--- src/rtl/mem_stage_lsu_if.sv ---
// Data bus between the MEM-stage LSU (master) and the memory system (slave):
// registered request side, grant accepts the request, rvalid returns read data.
interface mem_stage_lsu_if;
  logic        mem_req;
  logic        mem_we;
  logic [63:0] mem_addr;
  logic [63:0] mem_wdata;
  logic [7:0]  mem_wstrb;
  logic        mem_gnt;
  logic        mem_rvalid;
  logic [63:0] mem_rdata;

  modport master (
    output mem_req, mem_we, mem_addr, mem_wdata, mem_wstrb,
    input  mem_gnt, mem_rvalid, mem_rdata
  );

  modport slave (
    input  mem_req, mem_we, mem_addr, mem_wdata, mem_wstrb,
    output mem_gnt, mem_rvalid, mem_rdata
  );
endinterface

--- src/rtl/mem_stage_lsu.sv ---
// MEM-stage load/store unit: one bus access per EX/MEM op, >=3 cycles (IDLE,REQ,DONE) plus WAIT for loads.
// Pipeline is held via stall until the access completes or times out; illegal accesses are dropped at once.
module mem_stage_lsu #(
  parameter int TIMEOUT = 16
) (
  input  logic            clk,
  input  logic            reset,
  input  logic            MemRead,
  input  logic            MemWrite,
  input  logic [2:0]      funct3,
  input  logic [63:0]     addr,
  input  logic [63:0]     wdata,
  output logic            stall,
  output logic [63:0]     load_data,
  output logic            misaligned,
  output logic            bus_error,
  mem_stage_lsu_if.master bus
);

  localparam int CW = $clog2(TIMEOUT + 2);

  typedef enum logic [1:0] {S_IDLE, S_REQ, S_WAIT, S_DONE} state_t;

  state_t        r_state;
  state_t        w_next;
  logic [CW-1:0] r_cnt;
  logic          r_we;
  logic [63:0]   r_addr;
  logic [63:0]   r_wdata;
  logic [7:0]    r_wstrb;
  logic [2:0]    r_f3;
  logic [2:0]    r_off;
  logic [63:0]   r_load;

  logic          w_any;
  logic          w_bad_f3;
  logic          w_unaligned;
  logic          w_bad;
  logic          w_ok;
  logic          w_busy;
  logic          w_timeout;
  logic [63:0]   w_st_data;
  logic [7:0]    w_st_strb;
  logic [63:0]   w_sel;
  logic [63:0]   w_ld_ext;

  assign w_any     = MemRead | MemWrite;
  assign w_bad_f3  = MemWrite ? funct3[2] : (funct3 == 3'b111);
  assign w_bad     = w_any & ((MemRead & MemWrite) | w_bad_f3 | w_unaligned);
  assign w_ok      = w_any & ~w_bad;
  assign w_busy    = (r_state == S_REQ) || (r_state == S_WAIT);
  assign w_timeout = w_busy && (r_cnt == CW'(TIMEOUT));

  always_comb begin
    case (funct3[1:0])
      2'b01:   w_unaligned = addr[0];
      2'b10:   w_unaligned = |addr[1:0];
      2'b11:   w_unaligned = |addr[2:0];
      default: w_unaligned = 1'b0;
    endcase
  end

  // Store data is replicated across the word so every legal offset sees it on its lanes.
  always_comb begin
    w_st_data = wdata;
    w_st_strb = 8'hFF;
    case (funct3[1:0])
      2'b00: begin
        w_st_data = {8{wdata[7:0]}};
        w_st_strb = 8'h01 << addr[2:0];
      end
      2'b01: begin
        w_st_data = {4{wdata[15:0]}};
        w_st_strb = 8'h03 << addr[2:0];
      end
      2'b10: begin
        w_st_data = {2{wdata[31:0]}};
        w_st_strb = 8'h0F << addr[2:0];
      end
      default: ;
    endcase
  end

  assign w_sel = bus.mem_rdata >> {r_off, 3'b000};

  always_comb begin
    case (r_f3)
      3'b000:  w_ld_ext = {{56{w_sel[7]}},  w_sel[7:0]};
      3'b001:  w_ld_ext = {{48{w_sel[15]}}, w_sel[15:0]};
      3'b010:  w_ld_ext = {{32{w_sel[31]}}, w_sel[31:0]};
      3'b100:  w_ld_ext = {56'd0, w_sel[7:0]};
      3'b101:  w_ld_ext = {48'd0, w_sel[15:0]};
      3'b110:  w_ld_ext = {32'd0, w_sel[31:0]};
      default: w_ld_ext = w_sel;
    endcase
  end

  always_ff @(posedge clk or negedge reset) begin
    if (!reset) begin
      r_state <= S_IDLE;
    end else begin
      r_state <= w_next;
    end
  end

  // Timeout wins over a grant or rvalid arriving in the same cycle.
  always_comb begin
    w_next = r_state;
    case (r_state)
      S_IDLE: if (w_ok) w_next = S_REQ;
      S_REQ: begin
        if (w_timeout)        w_next = S_DONE;
        else if (bus.mem_gnt) w_next = r_we ? S_DONE : S_WAIT;
      end
      S_WAIT: if (w_timeout || bus.mem_rvalid) w_next = S_DONE;
      default: w_next = S_IDLE;
    endcase
  end

  // IDLE decodes are gated by reset so stall/misaligned stay low while reset is held.
  always_comb begin
    stall       = 1'b0;
    misaligned  = 1'b0;
    bus.mem_req = 1'b0;
    bus_error   = w_timeout;
    case (r_state)
      S_IDLE: begin
        stall      = reset & w_ok;
        misaligned = reset & w_bad;
      end
      S_REQ: begin
        stall       = 1'b1;
        bus.mem_req = ~w_timeout;
      end
      S_WAIT:  stall = 1'b1;
      default: ;
    endcase
  end

  always_ff @(posedge clk or negedge reset) begin
    if (!reset) begin
      r_cnt   <= '0;
      r_we    <= 1'b0;
      r_addr  <= '0;
      r_wdata <= '0;
      r_wstrb <= '0;
      r_f3    <= '0;
      r_off   <= '0;
      r_load  <= '0;
    end else begin
      r_cnt <= w_busy ? r_cnt + CW'(1) : '0;
      if (r_state == S_IDLE && w_ok) begin
        r_addr  <= {addr[63:3], 3'b000};
        r_we    <= MemWrite;
        r_wdata <= w_st_data;
        r_wstrb <= MemWrite ? w_st_strb : 8'h00;
        r_f3    <= funct3;
        r_off   <= addr[2:0];
      end
      if (w_timeout) begin
        r_load <= '0;
      end else if (r_state == S_WAIT && bus.mem_rvalid) begin
        r_load <= w_ld_ext;
      end
    end
  end

  assign bus.mem_we    = r_we;
  assign bus.mem_addr  = r_addr;
  assign bus.mem_wdata = r_wdata;
  assign bus.mem_wstrb = r_wstrb;
  assign load_data     = r_load;

endmodule
--- src/flat_wrapper.sv ---
// flat-port wrapper written by rule: the top's interface ports become plain ports
module mem_stage_lsu_flat 
#(
  parameter int TIMEOUT = 16
)
  (clk, reset, MemRead, MemWrite, funct3, addr, wdata, stall, load_data, misaligned, bus_error, bus_mem_req, bus_mem_we, bus_mem_addr, bus_mem_wdata, bus_mem_wstrb, bus_mem_gnt, bus_mem_rvalid, bus_mem_rdata);
  mem_stage_lsu_if bus_i ();
  input  logic clk;
  input  logic reset;
  input  logic MemRead;
  input  logic MemWrite;
  input  logic [2:0] funct3;
  input  logic [63:0] addr;
  input  logic [63:0] wdata;
  output logic stall;
  output logic [63:0] load_data;
  output logic misaligned;
  output logic bus_error;
  output wire logic [$bits(bus_i.mem_req)-1:0] bus_mem_req;
  output wire logic [$bits(bus_i.mem_we)-1:0] bus_mem_we;
  output wire logic [$bits(bus_i.mem_addr)-1:0] bus_mem_addr;
  output wire logic [$bits(bus_i.mem_wdata)-1:0] bus_mem_wdata;
  output wire logic [$bits(bus_i.mem_wstrb)-1:0] bus_mem_wstrb;
  input wire logic [$bits(bus_i.mem_gnt)-1:0] bus_mem_gnt;
  input wire logic [$bits(bus_i.mem_rvalid)-1:0] bus_mem_rvalid;
  input wire logic [$bits(bus_i.mem_rdata)-1:0] bus_mem_rdata;
  assign bus_mem_req = bus_i.mem_req;
  assign bus_mem_we = bus_i.mem_we;
  assign bus_mem_addr = bus_i.mem_addr;
  assign bus_mem_wdata = bus_i.mem_wdata;
  assign bus_mem_wstrb = bus_i.mem_wstrb;
  assign bus_i.mem_gnt = bus_mem_gnt;
  assign bus_i.mem_rvalid = bus_mem_rvalid;
  assign bus_i.mem_rdata = bus_mem_rdata;
  mem_stage_lsu #(.TIMEOUT(TIMEOUT)) u_core (.clk(clk), .reset(reset), .MemRead(MemRead), .MemWrite(MemWrite), .funct3(funct3), .addr(addr), .wdata(wdata), .stall(stall), .load_data(load_data), .misaligned(misaligned), .bus_error(bus_error), .bus(bus_i));
endmodule
--- config.mk ---
export PLATFORM = sky130hd
export DESIGN_NAME = mem_stage_lsu_flat
export DESIGN_NICKNAME = d
export VERILOG_FILES = /design/src/rtl/mem_stage_lsu_if.sv /design/src/rtl/mem_stage_lsu.sv /design/src/flat_wrapper.sv
export SDC_FILE = /design/constraint.sdc
export NUM_CORES = 1
export LEC_CHECK = 0
export CAP_MARGIN = 0
export CELL_PAD_IN_SITES_DETAIL_PLACEMENT = 0
export CELL_PAD_IN_SITES_GLOBAL_PLACEMENT = 1
export CORE_MARGIN = 5
export CORE_UTILIZATION = 37
export DETAILED_ROUTE_END_ITERATION = 12
export GPL_ROUTABILITY_DRIVEN = 0
export PLACE_DENSITY = 0.95
export SYNTH_ARGS = -nofsm -noshare
export SYNTH_HDL_FRONTEND = slang
export SYNTH_SLANG_ARGS = --single-unit
--- constraint.sdc ---
create_clock -name clk -period 2.84 [get_ports clk]
set_input_delay 0.568 -clock clk [delete_from_list [all_inputs] [get_ports clk]]
set_output_delay 0.568 -clock clk [all_outputs]
set_load 0.02 [all_outputs]
==> results_dict.tcl <==
set metrics [dict create \
    dr.first_iter.drc_count 894 \
    cts_max_path_buffers 3 \
    async_reset_ff_share_pct 100 \
    status "finished, final reports clean" \
    yosysMostFrequentCell "dfrtp_1" \
    dr_wl_met2_um 19700 \
    cts_setup_buffers 0 \
    synth_common_cells "dfrtp_1, nor2_1, nand2_1" \
    numCtsBuffers 25 \
    top_layer "met5" \
    dp_cells 1803 \
    dr.pass1.iters 5 \
    ir_drop_mv 0.739 \
    synth_top_cell_by_area "dfrtp_1" \
    die_y_um 183 \
    rsz0062_at_grt "false" \
    finalCritPeriodShare_pct 95.6 \
    slew_headroom_pct 13.4 \
    hold_viol 0 \
    place_ws_ps -604 \
    syn_inst 1046 \
    syn_avg_cell_area_um2 10.6 \
    clk_pin_slew_ps 60 \
    cts_tree "yes" \
    fin_nets 1654 \
    drive_above_1_share_pct 14.6 \
    crit_fanout 3 \
    grt_max_degree 137 \
    p_leak_nw 7.04 \
    hp-class "in -> async" \
    groute.usage.overall_pct 23.0 \
    multi_input_area_mm2 0.00531 \
    worstPathRequired_ps 2270 \
    antenna_found_initial 9 \
    synth_cell_types 63 \
    crit_top_cell "buf_4" \
    synth-seq-area-share_pct 47.6 \
    wl_met1_um 15000 \
    setup_ws_ps 126 \
    fmax_mhz 368 \
    viasPerCell 5.40 \
    fillers 2546 \
    drt_wl_total_um 40400 \
    routedWlPerCell_um 21.8 \
    netlist_area_mm2 0.0111 \
    clk_latency_ps 550 \
    ys_ff_latch 211 \
    drc 0 \
    overflow 0 \
    tns_ps 0 \
    ios 406 \
    r2r_end "u_core.load_data[60]$_DFFE_PN0P_" \
    synth_top_area_share_pct 47.6 \
    stdcell_area_mm2 0.0165 \
    r2r_start "u_core.r_state[0]$_DFFE_PN0P_" \
    path_cells "clkdlybuf4s50_1 -> or2_1 -> nor2_1 -> buf_4 -> o311ai_2 -> and4b_1 -> buf_4" \
    tightest_slew_ps 1300 \
    rows 63 \
    dieArea_mm2 0.0335 \
    setup.worst_path.end_class "primary output" \
    start_kind "input port" \
    grt_pass1_vias 10400 \
    grt_first_pass_wirelength_um 60700 \
    placed_area_mm2 0.0156 \
    place_hpwl_um 30700 \
    layout.cells.non_filler 1852 \
    setup_viol 0 \
    cts-root-buf "clkbuf_16" \
    critical_path_class "in -> out" \
    h-tree-depth 1 \
    p_per_area_mw_per_mm2 1150 \
    initial_core_util_pct 37.4 \
    drv_cap 0 \
    ys.flop_type "dfrtp_1" \
    wl_met3_um 4010 \
    reg2reg_depth 6 \
    cp_top_family "buffers and inverters" \
    die_w_um 183 \
    worstPathArrival_ps 2150 \
    vias 9999 \
    fin_crit_ps 2710 \
    slowest_delay_ps 510 \
    cts_sinks 211 \
    ff2ff_setup_slack_ps 380 \
    synth-edff-count 0 \
    ant_nets 0 \
    ys_top_cells_by_area "dfrtp_1, mux2_2, mux2i_1" \
    crit_buf_inv 3 \
    ys_warn_count 0 \
    core_area_mm2 0.0296 \
    register_area_mm2 0.00528 \
    fin_util_pct 55.7 \
    area_growth_pct 49.1 \
    slew_viol_final 0 \
    crit_slowest_cell "clkdlybuf4s50_1" \
    skew_ps 29.2 \
    port_buffers 402 \
]
## state kept, by name, summed over array words and instances (netlist names)
signal,cells
u_core.bus.mem_we,1
u_core.bus.mem_addr,61
u_core.bus.mem_wdata,64
u_core.r_cnt,5
u_core.load_data,64
u_core.r_state,2
u_core.r_off,3
u_core.bus.mem_wstrb,8
u_core.r_f3,3
## power by group
part / switching [mW] / internal, mW / total, mW
registers: 1.05 / 4.46 / 5.51
logic: 5.28 / 4.88 / 10.2
clock network: 1.34 / 2.01 / 3.35
## worst register-to-register path: stages, from the launching register on
cell and delay [ps]:
dfrtp_1 420, inv_1 100, ha_2 320, nand4_1 150, inv_2 100, nor2_2 990
a22o_1 290
## stage by stage
stage | hold slack [ps] | total power, mW
finish | 427 | 19.0
global route | 422 | 20.0
floorplan | 272 | 11.1
global placement | 384 | 15.5
detailed placement | 385 | 15.7
CTS | 407 | 19.1
## cell type report
| cell class | count | share of cell area [%] |
|---|---|---|
| Timing Repair Buffer | 455 | 27.4 |
| Antenna cell | 3 | 0.0454 |
| Tap cell | 390 | 2.95 |
| Inverter | 14 | 0.318 |
| Clock inverter | 11 | 0.932 |
| Sequential cell | 211 | 32.0 |
| Clock buffer | 34 | 4.23 |
| Multi-Input combinational cell | 734 | 32.1 |
## cells by family after synthesis
logic type / after synthesis / share of synthesized area (%)
compound gates: 289 / 18.0
simple gates: 281 / 12.1
flops: 211 / 47.6
mux: 145 / 15.8
buf+inv: 103 / 4.76
fa+ha+maj: 12 / 1.35
xor+xnor: 4 / 0.316
other cells: 1 / 0.0338
## worst max path at each step
| stage | from | endpoint | slack (ps) | cells after the start |
|---|---|---|---|---|
| after floorplan | funct3[0] | stall | 490 | 7 |
| after global placement | funct3[0] | stall | -570 | 9 |
| after detailed placement | funct3[0] | stall | -600 | 9 |
| after CTS | u_core.r_state[0]$_DFFE_PN0P_ | bus_mem_req | 50 | 6 |
| after global routing | u_core.r_state[1]$_DFFE_PN0P_ | bus_mem_req | 20 | 6 |
| final | addr[0] | misaligned | 130 | 7 |
## metal layers
metal,vias up,global-route usage [%]
met5,-,0
met4,12,8.55
met3,101,7.68
met2,506,39.4
met1,4803,26.8
li1,4577,-
## repair_timing
action                                  CTS  global route
pin swaps                                 2             0
resized for setup                        13             1
hold buffers                              1             0
endpoints found under the hold margin     9             0
endpoints found under the setup margin    4             2
## cells in the final DEF, fill, tap and decap left out, types with 14 or more instances in the layout
cell type / synthesis / final
a211oi_1: 15 / 15
a21oi_1: 42 / 42
a221oi_1: 25 / 25
a22o_1: 32 / 32
buf_4: 9 / 45
clkbuf_16: 0 / 25
clkdlybuf4s50_1: 0 / 395
dfrtp_1: 211 / 209
mux2_2: 80 / 80
mux2i_1: 36 / 36
mux4_2: 14 / 14
nand2_1: 91 / 91
nor2_1: 95 / 94
nor2b_1: 50 / 50
o21ai_0: 68 / 68
o22ai_1: 25 / 25
o31ai_1: 40 / 40
(Power assumes the default switching activity.)
